===== src/rtl/shake_arbiter.sv =====
// Round-robin arbiter sharing one SHAKE core between N requesters; the grant is held
// for a whole transaction (header, absorb words, squeeze words back to the owner).
module shake_arbiter #(
   parameter int unsigned N = 3,
   parameter int unsigned W = 64
) (
   input  logic           clk,
   input  logic           rst,
   input  logic [N-1:0]   req_valid_in,
   input  logic [N*W-1:0] req_data_in,
   output logic [N-1:0]   req_ready_out,
   output logic [N-1:0]   req_valid_out,
   output logic [W-1:0]   req_data_out,
   input  logic [N-1:0]   req_ready_in,
   output logic           core_valid_in,
   output logic [W-1:0]   core_data_in,
   input  logic           core_ready_out,
   input  logic           core_valid_out,
   input  logic [W-1:0]   core_data_out,
   output logic           core_ready_in,
   output logic [N-1:0]   grant,
   output logic           busy
);

   localparam int unsigned IdxW = (N > 1) ? $clog2(N) : 1;

   typedef enum logic [1:0] {StIdle, StHeader, StAbsorb, StSqueeze} state_e;

   state_e            state_q, state_d;
   logic [N-1:0]      grant_q, grant_d;
   logic              busy_q, busy_d;
   logic [IdxW-1:0]   rr_q, rr_d;
   logic [IdxW-1:0]   owner_q, owner_d;
   logic [30:0]       in_cnt_q, in_cnt_d;
   logic [32:0]       out_cnt_q, out_cnt_d;

   logic              pick_found;
   logic [IdxW-1:0]   pick_idx;
   logic [W-1:0]      owner_data;
   logic [30:0]       hdr_in_words;
   logic [32:0]       hdr_out_words;
   logic              in_xfer;
   logic              out_xfer;
   logic              release_txn;
   int unsigned       scan;

   // First requesting index at or above the rr pointer, wrapping modulo N.
   always_comb begin
      pick_found = 1'b0;
      pick_idx   = '0;
      scan       = 0;
      for (int k = 0; k < N; k++) begin
         scan = 32'(rr_q) + 32'(k);
         if (scan >= N) scan = scan - N;
         if (!pick_found && req_valid_in[IdxW'(scan)]) begin
            pick_found = 1'b1;
            pick_idx   = IdxW'(scan);
         end
      end
   end

   assign owner_data    = req_data_in[32'(owner_q)*W +: W];
   assign hdr_in_words  = ({1'b0, owner_data[61:32]} + 31'd7) >> 3;
   assign hdr_out_words = ({1'b0, owner_data[31:0]} + 33'd7) >> 3;

   always_comb begin
      req_ready_out = '0;
      req_valid_out = '0;
      req_data_out  = core_data_out;
      core_valid_in = 1'b0;
      core_data_in  = '0;
      core_ready_in = 1'b0;
      unique case (state_q)
         StHeader, StAbsorb: begin
            core_valid_in          = req_valid_in[owner_q];
            core_data_in           = owner_data;
            req_ready_out[owner_q] = core_ready_out;
         end
         StSqueeze: begin
            req_valid_out[owner_q] = core_valid_out;
            core_ready_in          = req_ready_in[owner_q];
         end
         default: ;
      endcase
   end

   assign in_xfer  = core_valid_in & core_ready_out;
   assign out_xfer = core_valid_out & core_ready_in;

   always_comb begin
      state_d     = state_q;
      grant_d     = grant_q;
      busy_d      = busy_q;
      rr_d        = rr_q;
      owner_d     = owner_q;
      in_cnt_d    = in_cnt_q;
      out_cnt_d   = out_cnt_q;
      release_txn = 1'b0;
      unique case (state_q)
         StIdle: begin
            if (pick_found) begin
               owner_d = pick_idx;
               grant_d = N'(1) << pick_idx;
               busy_d  = 1'b1;
               state_d = StHeader;
            end
         end
         StHeader: begin
            if (in_xfer) begin
               in_cnt_d  = hdr_in_words;
               out_cnt_d = hdr_out_words;
               if (hdr_in_words != '0)       state_d = StAbsorb;
               else if (hdr_out_words != '0) state_d = StSqueeze;
               else                          release_txn = 1'b1;
            end
         end
         StAbsorb: begin
            if (in_xfer) begin
               in_cnt_d = in_cnt_q - 31'd1;
               if (in_cnt_q == 31'd1) begin
                  if (out_cnt_q != '0) state_d = StSqueeze;
                  else                 release_txn = 1'b1;
               end
            end
         end
         StSqueeze: begin
            if (out_xfer) begin
               out_cnt_d = out_cnt_q - 33'd1;
               if (out_cnt_q == 33'd1) release_txn = 1'b1;
            end
         end
         default: state_d = StIdle;
      endcase
      if (release_txn) begin
         state_d = StIdle;
         grant_d = '0;
         busy_d  = 1'b0;
         rr_d    = (owner_q == IdxW'(N - 1)) ? '0 : owner_q + IdxW'(1);
      end
   end

   always_ff @(posedge clk) begin
      if (rst) begin
         state_q   <= StIdle;
         grant_q   <= '0;
         busy_q    <= 1'b0;
         rr_q      <= '0;
         owner_q   <= '0;
         in_cnt_q  <= '0;
         out_cnt_q <= '0;
      end else begin
         state_q   <= state_d;
         grant_q   <= grant_d;
         busy_q    <= busy_d;
         rr_q      <= rr_d;
         owner_q   <= owner_d;
         in_cnt_q  <= in_cnt_d;
         out_cnt_q <= out_cnt_d;
      end
   end

   assign grant = grant_q;
   assign busy  = busy_q;

endmodule


===== config.mk =====
export PLATFORM = sky130hd
export DESIGN_NAME = shake_arbiter
export DESIGN_NICKNAME = d
export VERILOG_FILES = /design/src/rtl/shake_arbiter.sv
export SDC_FILE = /design/constraint.sdc
export NUM_CORES = 1
export LEC_CHECK = 0
export BUFFER_PORTS_ARGS = -buffer_cell sky130_fd_sc_hd__buf_2
export CAP_MARGIN = 5
export CELL_PAD_IN_SITES_DETAIL_PLACEMENT = 1
export CELL_PAD_IN_SITES_GLOBAL_PLACEMENT = 2
export CORE_ASPECT_RATIO = 1.4
export CORE_MARGIN = 2
export CORE_UTILIZATION = 27
export DETAILED_ROUTE_END_ITERATION = 12
export PLACE_DENSITY = 0.95
export REMOVE_ABC_BUFFERS = 1
export SLEW_MARGIN = 5
export SYNTH_ARGS = -nofsm -noshare
export SYNTH_HDL_FRONTEND = slang
export SYNTH_SLANG_ARGS = --single-unit
export TNS_END_PERCENT = 30

===== constraint.sdc =====
create_clock -name clk -period 9.7 [get_ports clk]
set_input_delay 1.94 -clock clk [delete_from_list [all_inputs] [get_ports clk]]
set_output_delay 1.94 -clock clk [all_outputs]
set_load 0.005 [all_outputs]

==> flow_summary.rst <==
.. list-table::
   :header-rows: 1

   * - Metric
     - Value
   * - Status
     - finished clean
   * - Actual slew at the worst max-slew pin
     - 1060 ps
   * - Cell internal power dissipation
     - 1.09 mW
   * - Standby leakage power
     - 3.91 nW
   * - Post-synthesis average cell area
     - 7.57 µm²
   * - Share of Yosys cell area claimed by the top area cell type
     - 0.175
   * - Cell type with the highest aggregate area in the netlist
     - dfxtp_1
   * - Total number of placement rows
     - 76
   * - Routed wirelength normalized by instance count
     - 24.1 µm
   * - Via count
     - 9205
   * - Signed area change from the synthesized netlist to the final layout
     - 16.1%
   * - Detailed placer's ending HPWL
     - 33800 µm
   * - Number of nets in the layout
     - 1564
   * - Required time reported for the critical path endpoint
     - 9920 ps
   * - Fmax achieved
     - 189 MHz
   * - Count of endpoints failing setup in the final report
     - 0
   * - Register area share after synthesis
     - 0.175
   * - Number of instances resized during post-cts repair
     - 0
   * - Number of buffers created by CTS
     - 9
   * - Distinct cells, synth
     - 82
   * - Hold endpoint
     - grant[2]
   * - Detailed Route Iter0 Violations
     - 462
   * - Data arrival time at the worst-slack endpoint
     - 5500 ps
   * - CP Class
     - register to register
   * - Series of cell instances along the critical path
     - nor2b_4 > buf_4 > o2bb2ai_2 > nand3_1 > nor4_1 > nand4_1 > xnor2_1 > nor4_2 > nand3_2 > o21bai_4 > mux2_1
   * - Master of the slowest instance on the critical path
     - nor4_1
   * - Most numerous cell in the Yosys netlist
     - nor2_1
   * - Power share of the combinational group
     - 0.637
   * - Via count of the first global-routing pass
     - 9509
   * - Launching element type of the critical path
     - register
   * - Endpoint type of the worst setup path
     - register
   * - Sw Ratio
     - 0.503
   * - Latest clock arrival within the worst-skew pair
     - 340 ps
   * - Worst reg-to-reg setup slack
     - 4420 ps
   * - CTS Root Buffer Type
     - clkbuf_16
   * - Synthesized instance count
     - 1119
   * - Per-cell via count in the routed design
     - 5.47
   * - Detailed-routing iteration count for the pre-antenna-repair pass
     - 5
   * - Cell area after technology mapping
     - 8470 µm²
   * - Crit-path max cell delay
     - 950 ps
   * - Hold_buf cts
     - 0
   * - Final worst-path cycle share
     - 0.544
   * - Remaining DRCs
     - 0
   * - Fraction of final layout cells with drive strength greater than 1
     - 0.274
   * - Clock-pin transition on the worst setup and hold timing paths
     - 60 ps
   * - Initial antenna violation count
     - 1
   * - Max-cap check violation count
     - 0
   * - Die span in x
     - 154 µm
   * - Proportion of power drawn by flip-flops and latches
     - 0.214
   * - Type of the most critical hold path
     - register to register
   * - Die Y-Extent
     - 214 µm
   * - Sum Neg Setup Slack
     - 0 ps
   * - Prevailing post-synth register cell
     - dfxtp_1
   * - Ys async rst share
     - 0
   * - Origin of the worst min-delay path
     - grant[2]
   * - Category of cells accounting for the largest share of critical-path delay
     - simple AND/OR/NAND/NOR gates
   * - Share of the core filled with cells
     - 0.319
   * - CTS Sinks
     - 74
   * - Total wirelength of the detailed-routed design
     - 40600 µm
   * - Number of synthesized flops with an enable pin
     - 0
   * - Startpoint of the worst-slack reg-to-reg timing path
     - owner_q[0]
   * - Placed Cells incl. Taps
     - 1667
   * - Reg-to-reg endpoint
     - rr_q[0]
   * - Total track usage
     - 0.239
   * - Final cell count without fillers
     - 1684
   * - Final weighted congestion of routability-driven global placement
     - 0.948
   * - Total Die Area
     - 32800 µm²
   * - CTS tree
     - done
   * - Buffers & Inverters on Critical Path
     - 1
   * - Total grt overflow
     - 0
   * - Hold Violations, Final
     - 0
   * - Top fanout value on the critical path
     - 52
   * - Yosys synthesis warning count
     - 0
   * - Switching power
     - 1.10 mW
   * - Remaining antenna violation count
     - 0
   * - Max rail drop VDD
     - 0.152 mV
   * - Number of synthesized register bits
     - 74
   * - Number of buffers inserted to repair setup after CTS
     - 0
   * - Synth cell count leaders
     - nor2_1 (138), nand2_1 (83), dfxtp_1 (74)
   * - H-tree Lvls
     - 3
   * - Count of port buffers added during placement
     - 277
   * - R2r worst-path depth
     - 11
   * - Standard cell core area
     - 30800 µm²
   * - Power Density
     - 223 nW/µm²
   * - Clk buf depth
     - 2
   * - Hold Path Cell Cnt
     - 2
   * - Relative slew margins
     - 0.288
   * - Top-Level Pins
     - 406
   * - Unrepaired setup endpoints after global routing
     - false
   * - Final setup skew
     - 15.3 ps
   * - Count of pins over their slew limit
     - 0
   * - Pin count of the biggest net entering global routing
     - 72
   * - Top area cells in the synthesized netlist
     - dfxtp_1 (17%), mux2i_1 (8.4%), buf_4 (6.1%), nor2_1 (6.1%), xnor2_1 (4.9%)
   * - Effective utilization at floorplan
     - 0.275
   * - Worst hold-check slack
     - 468 ps
   * - Final Power
     - 2.19 mW
   * - Global-route wire length before repair
     - 59800 µm
   * - Minimum clock period after layout
     - 5280 ps
   * - Share of power burned in the clock network
     - 0.149
## metal layers
metal / part of all wire / vias to the layer above / GRT usage
li1: - / 4387 / -
met4: 0.016 / 0 / 0.0497
met2: 0.52 / 378 / 0.452
met1: 0.31 / 4403 / 0.211
met5: 0 / - / 0
met3: 0.15 / 37 / 0.157
## cell type report
type                            instances  area (µm²)
Fill cell                            3908       21000
Sequential cell                        74        1490
Clock inverter                          4        33.8
Antenna cell                            1        2.50
Tap cell                              390         488
Inverter                               19        71.3
Clock buffer                           12         256
Multi-Input combinational cell        897        6030
Timing Repair Buffer                  287        1460
## cell families after synthesis
kind of cell	count (synthesis)	synth area share
AOI/OAI and AO/OA	252	0.226
xor gates and xnor gates	75	0.0776
adders and majority gates	12	0.0171
buffers and inverters	148	0.114
DFF	74	0.175
muxes	74	0.0879
and+or+nand+nor	484	0.302
## worst max path at each step
| stage | start | to | slack, ps | cells past startpoint |
|---|---|---|---|---|
| 3_3_place_gp | req_data_in[163] | rr_q[0] | 4270 | 11 |
| 6_report | owner_q[0] | rr_q[0] | 4420 | 11 |
| 4_1_cts | owner_q[0] | core_data_in[22] | 4440 | 6 |
| 2_1_floorplan | owner_q[1] | rr_q[0] | 3260 | 10 |
| 3_5_place_dp | req_data_in[163] | rr_q[0] | 4220 | 11 |
| 5_1_grt | owner_q[0] | rr_q[0] | 4160 | 11 |
## layout by cell type (no fill, tap or decap), types with 13 or more instances in the layout
master,instances
o2bb2ai_1,39
buf_2,277
inv_1,19
xnor2_1,47
o21ai_0,37
nor3_1,49
o2bb2ai_2,15
nor2_1,137
and2_1,57
a21oi_1,54
dfxtp_1,72
nand2_1,83
nor4_1,33
nand3_1,27
mux2i_1,71
a211oi_1,28
xor2_1,28
nand4_1,22
and3_1,13
## tightest hold or removal path: cells and delay by family (launching register included)
kind	cells	cell delay [ps]
simple gates	1	50
compound gates	1	50
flops	1	310
## metrics by stage
stage	instance area, µm²	setup slack (ps)
final	9830	4420
after global routing	9830	4160
after CTS	9830	4440
after detailed placement	9540	4220
after global placement	9540	4270
after floorplan	7570	3260
## registers in the layout (all words and copies together) (netlist names)
register   flops
rr_q           2
state_q        2
grant          3
out_cnt_q     33
owner_q        2
in_cnt_q      31
busy           1
## power groups by stage
stage | combinational (mW) | clock, mW | sequential, mW
after global placement | 1.36 | 0 | 0.468
after CTS | 1.41 | 0.332 | 0.468
after detailed placement | 1.40 | 0 | 0.474
after global routing | 1.55 | 0.343 | 0.481
after floorplan | 0.882 | 0 | 0.460
final | 1.39 | 0.325 | 0.469
Note: power is estimated with default switching activity, not from simulation.
